### config.mk
export PLATFORM = sky130hd
export DESIGN_NAME = march_addr_gen
export DESIGN_NICKNAME = d
export VERILOG_FILES = /design/src/rtl/march_ag_pkg.sv /design/src/rtl/bounded_updown_ctr.sv /design/src/rtl/march_addr_gen.sv
export SDC_FILE = /design/constraint.sdc
export NUM_CORES = 1
export LEC_CHECK = 0
export BUFFER_PORTS_ARGS = -buffer_cell sky130_fd_sc_hd__buf_2
export CAP_MARGIN = 5
export CORE_AREA = 8 8 45 47
export DETAILED_ROUTE_END_ITERATION = 6
export DIE_AREA = 0 0 53 55
export PLACE_DENSITY_LB_ADDON = 0.05
export SLEW_MARGIN = 20
export SYNTH_ARGS = -nofsm -noshare
export SYNTH_HDL_FRONTEND = slang
export SYNTH_HIERARCHICAL = 1
export SYNTH_SLANG_ARGS = --single-unit
### constraint.sdc
create_clock -name clk -period 2.6 [get_ports clk]
set_input_delay 0.52 -clock clk [delete_from_list [all_inputs] [get_ports clk]]
set_output_delay 0.52 -clock clk [all_outputs]
set_load 0.02 [all_outputs]
### src/rtl/march_ag_pkg.sv
// march_ag_pkg: shared state encoding and sweep-direction constants for the March address generator
package march_ag_pkg;
  typedef enum logic [1:0] {IDLE = 2'b00, RUN = 2'b01, DONE = 2'b10} state_t;
  localparam logic DIR_UP   = 1'b0;
  localparam logic DIR_DOWN = 1'b1;
endpackage

### src/rtl/bounded_updown_ctr.sv
// bounded_updown_ctr: load/step/hold counter that flags when the next step lands on the end address
module bounded_updown_ctr #(
  parameter int SIZE = 16,
  parameter int W    = $clog2(SIZE)
) (
  input  logic         clk,
  input  logic         rst,
  input  logic         clr,
  input  logic         load,
  input  logic [W-1:0] load_val,
  input  logic         step,
  input  logic         down,
  output logic [W-1:0] cnt,
  output logic         nxt_end
);
  assign nxt_end = down ? (cnt == W'(1)) : (cnt == W'(SIZE - 2));
  // clear beats load beats step; otherwise hold
  always_ff @(posedge clk or posedge rst)
    if (rst) cnt <= '0;
    else if (clr) cnt <= '0;
    else if (load) cnt <= load_val;
    else if (step) cnt <= down ? cnt - 1'b1 : cnt + 1'b1;
endmodule

### src/rtl/march_addr_gen.sv
// march_addr_gen: BIST March address sequencer with start/done handshake and abort; MARCH_AG_MULTIPASS_EN adds pass_idx and multi-pass sweeps
module march_addr_gen
  import march_ag_pkg::*;
#(
  parameter int ARRAY_SIZE = 16,
  parameter int ADDR_WIDTH = $clog2(ARRAY_SIZE),
  parameter int NUM_PASSES = 2,
  parameter int PASS_WIDTH = $clog2(NUM_PASSES) + 1
) (
  input  logic                  clk,
  input  logic                  rst,
  input  logic                  start,
  input  logic                  dir,
  input  logic                  en,
  input  logic                  abort,
  output logic [ADDR_WIDTH-1:0] addr_out,
  output logic                  addr_valid,
  output logic                  last,
  output logic                  done,
  output logic                  busy
`ifdef MARCH_AG_MULTIPASS_EN
  ,
  output logic [PASS_WIDTH-1:0] pass_idx
`endif
);
`ifdef MARCH_AG_MULTIPASS_EN
  localparam bit MULTI = 1'b1;
`else
  localparam bit MULTI = 1'b0;
`endif
  state_t state, state_n;
  logic last_n, dir_q, dir_n, clr, load, step, nxt_end, more;
  logic [PASS_WIDTH-1:0] pass_q, pass_n;
  bounded_updown_ctr #(.SIZE(ARRAY_SIZE), .W(ADDR_WIDTH)) u_ctr (
    .clk(clk), .rst(rst), .clr(clr), .load(load),
    .load_val(dir == DIR_DOWN ? ADDR_WIDTH'(ARRAY_SIZE - 1) : '0),
    .step(step), .down(dir_q), .cnt(addr_out), .nxt_end(nxt_end)
  );
  assign more       = MULTI && (pass_q < PASS_WIDTH'(NUM_PASSES - 1));
  assign addr_valid = state == RUN;
  assign done       = state == DONE;
  assign busy       = state != IDLE;
`ifdef MARCH_AG_MULTIPASS_EN
  assign pass_idx = pass_q;
`endif
  // state and sweep-control registers
  always_ff @(posedge clk or posedge rst)
    if (rst) begin
      state  <= IDLE;
      last   <= 1'b0;
      dir_q  <= DIR_UP;
      pass_q <= '0;
    end else begin
      state  <= state_n;
      last   <= last_n;
      dir_q  <= dir_n;
      pass_q <= pass_n;
    end
  // next state and counter control; abort wins over start and en
  always_comb begin
    state_n = state;
    last_n  = last;
    dir_n   = dir_q;
    pass_n  = pass_q;
    clr     = 1'b0;
    load    = 1'b0;
    step    = 1'b0;
    if (abort) begin
      state_n = IDLE;
      last_n  = 1'b0;
      pass_n  = '0;
      clr     = 1'b1;
    end else if (state == IDLE && start) begin
      state_n = RUN;
      load    = 1'b1;
      dir_n   = dir;
      pass_n  = '0;
    end else if (state == RUN && en && !last) begin
      step   = 1'b1;
      last_n = nxt_end;
    end else if (state == RUN && en && more) begin
      dir_n  = ~dir_q;
      pass_n = pass_q + 1'b1;
      last_n = 1'b0;
    end else if (state == RUN && en) begin
      state_n = DONE;
      last_n  = 1'b0;
    end else if (state == DONE) state_n = IDLE;
  end
endmodule
==> results.toml <==
[route]
via_count = 511
ant_nets = 0
routed_wl_um = 1360
first_iter_violations = 11
wl_per_cell_um = 14.6
drc = 0
vias_per_cell = 5.49
firstDrtPassIters = 4

[clock_network]
cts_sinks = 8
h-tree-depth = 1
cts_root_buf = "clkbuf_4"
cts_tree = "built"
clk_pin_slew_ns = 0.06
insertion_delay_ns = 0.25
cts_hold_buffers = 0
cts_buffer_depth = 2
cts_setup_buffers = 0
cts_buffers = 3
cts-resized-gates = 0

[yosys]
syn-num-nets = 72
synthArstFlopShare = 1.00
ys_ff_latch = 8
synth_area_um2 = 611
synth_warnings = 6
synth_cell_types = 35
syn_avg_cell_area_um2 = 9.85
synth-edff-count = 0
syn_inst = 62
dominantRegCellSynth = "dfrtp_1"
seq_area_frac_synth = 0.328

[worst_setup_path]
crit_chain = "nor4b_4, nand2b_1, o31ai_1, or3b_1"
worst_r2r_path_depth = 4
end_kind = "register"
worst-r2r-setup-slack_ns = 0.76
r2r_end = "u_ctr/cnt[3]"
crit_fanout = 10
cpPeakStageDelay_ns = 0.62
r2r_start = "state[0]"
arrival_ns = 1.97
critical-path-slowest-cell = "nor4b_4"
worst-setup-path-type = "register to register"
cp-start-kind = "register"
crit_required_ns = 2.73

[sta]
tightest_slew_ns = 0.606
drv_slew = 0
fin_hold_ws_ns = 0.155
finalSetupTns_ns = 0
slew_headroom = 0.594
setup_ws_ns = 0.760
hold_viol = 0
period_share = 0.708
timing.fmax_mhz = 543
fin_skew_ns = 0.00814
setup_violations = 0
layout_min_cycle_time_ns = 1.84
rsz0062_at_grt = "no"

[floorplan]
pin_count = 14
core-area_um2 = 1380
dieHeight_um = 55
die_w_um = 53
rows = 14
die_area_um2 = 2920
initial_core_util = 0.441

[placement]
post-dp-hpwl_um = 1030
placed_cells = 90
port_buffers = 13
place_congestion = 0.761
detailedPlace.worstSlack_ns = 0.579

[status]
status = "complete, no violations"

[global_route]
grt_pass1_wl_um = 2320
grt_max_degree = 16
track_usage = 0.109
grt_antenna_before_repair = 0
overflow = 0
grt_pass1_vias = 506

[finish]
nNetsFinal = 89
final_cell_mix = "buf_2, dfrtp_1, inv_1, nor2_1, ha_1"
syn_to_final_growth_pct = 17.4
antennaDiodeCount = 0
layout_commonest_cell = "buf_2"
seq_area_um2 = 200
fill_cells = 133
fin_cells = 93
drive_above_1_share = 0.286
multiInputGateArea_um2 = 379

[power_and_ir_drop]
pwr_density_cell_nw_per_um2 = 460
p_leak_nw = 0.360
ir_drop_mv = 0.315

[min_path]
hold_class = "input port to async pin"

[run]
maxCapViolCount = 0
Yosys cell counts (2+ instances only):
cell | instances | area [um2]
nand2_1 | 2 | 7.51
a21oi_1 | 2 | 10.0
inv_1 | 6 | 22.5
dfrtp_1 | 8 | 200
o21ai_0 | 2 | 10.0
nand2b_1 | 3 | 18.8
or3b_1 | 2 | 17.5
mux2i_1 | 2 | 20.0
nor2_1 | 4 | 15.0
ha_1 | 4 | 50.1
nor3_1 | 2 | 10.0
and4b_1 | 2 | 20.0
registers in the layout (all words and copies together), names as in the netlist:
register,count
u_ctr/cnt,4
state,2
dir_q,1
last,1
cells by family after synthesis:
kind of cell,Yosys count,synth area share
multiplexers,4,0.0758
AND/OR/NAND/NOR,28,0.338
adder cells (fa/ha/maj),4,0.0820
flip-flops,8,0.328
buffers and inverters,8,0.0512
XOR/XNOR,2,0.0287
AO/OA/AOI/OAI,8,0.0963
where the power goes:
group	switching [mW]	internal [mW]	leakage, nW
Clock	0.0415	0.0528	0.0138
Sequential	0.0178	0.134	0.106
Combinational	0.0432	0.0403	0.240
Total	0.102	0.227	0.360
per-layer routing:
layer,vias up,global-route usage,share of wire
met2,15,0.178,0.45
li1,255,-,-
met3,2,0.0401,0.078
met5,-,0,0
met4,0,0.0647,0.0066
met1,239,0.120,0.46
critical path: cells and delay by family (launching register included):
kind | cells | cell delay, ns
AO/OA/AOI/OAI | 1 | 0.06
flip-flops | 1 | 0.45
AND/OR/NAND/NOR | 3 | 1.20
area by class of cell:
class	instances	share of cell area
timing repair buffer	14	0.101
clock buffer	3	0.0314
multi-input combinational	46	0.529
tap	16	0.0279
inverter	6	0.0314
sequential	8	0.279
how the worst max path moves through the flow:
stage                         from            to  slack [ns]  cells after the start
after floorplan                 en  u_ctr/cnt[2]        0.71                      4
after global placement       abort  u_ctr/cnt[3]        0.60                      5
after detailed placement     abort  u_ctr/cnt[3]        0.58                      5
after CTS                 state[0]  u_ctr/cnt[3]        0.78                      4
after global routing      state[1]  u_ctr/cnt[3]        0.64                      4
final                     state[0]  u_ctr/cnt[3]        0.76                      4
stage by stage:
stage | power [mW] | area (um2) | util
detailed placement | 0.238 | 694 | 0.502
global route | 0.354 | 717 | 0.518
floorplan | 0.211 | 611 | -
finish | 0.330 | 717 | 0.518
global placement | 0.238 | 694 | 0.502
CTS | 0.335 | 717 | 0.518
No activity file was read; power rests on OpenSTA's default activity.
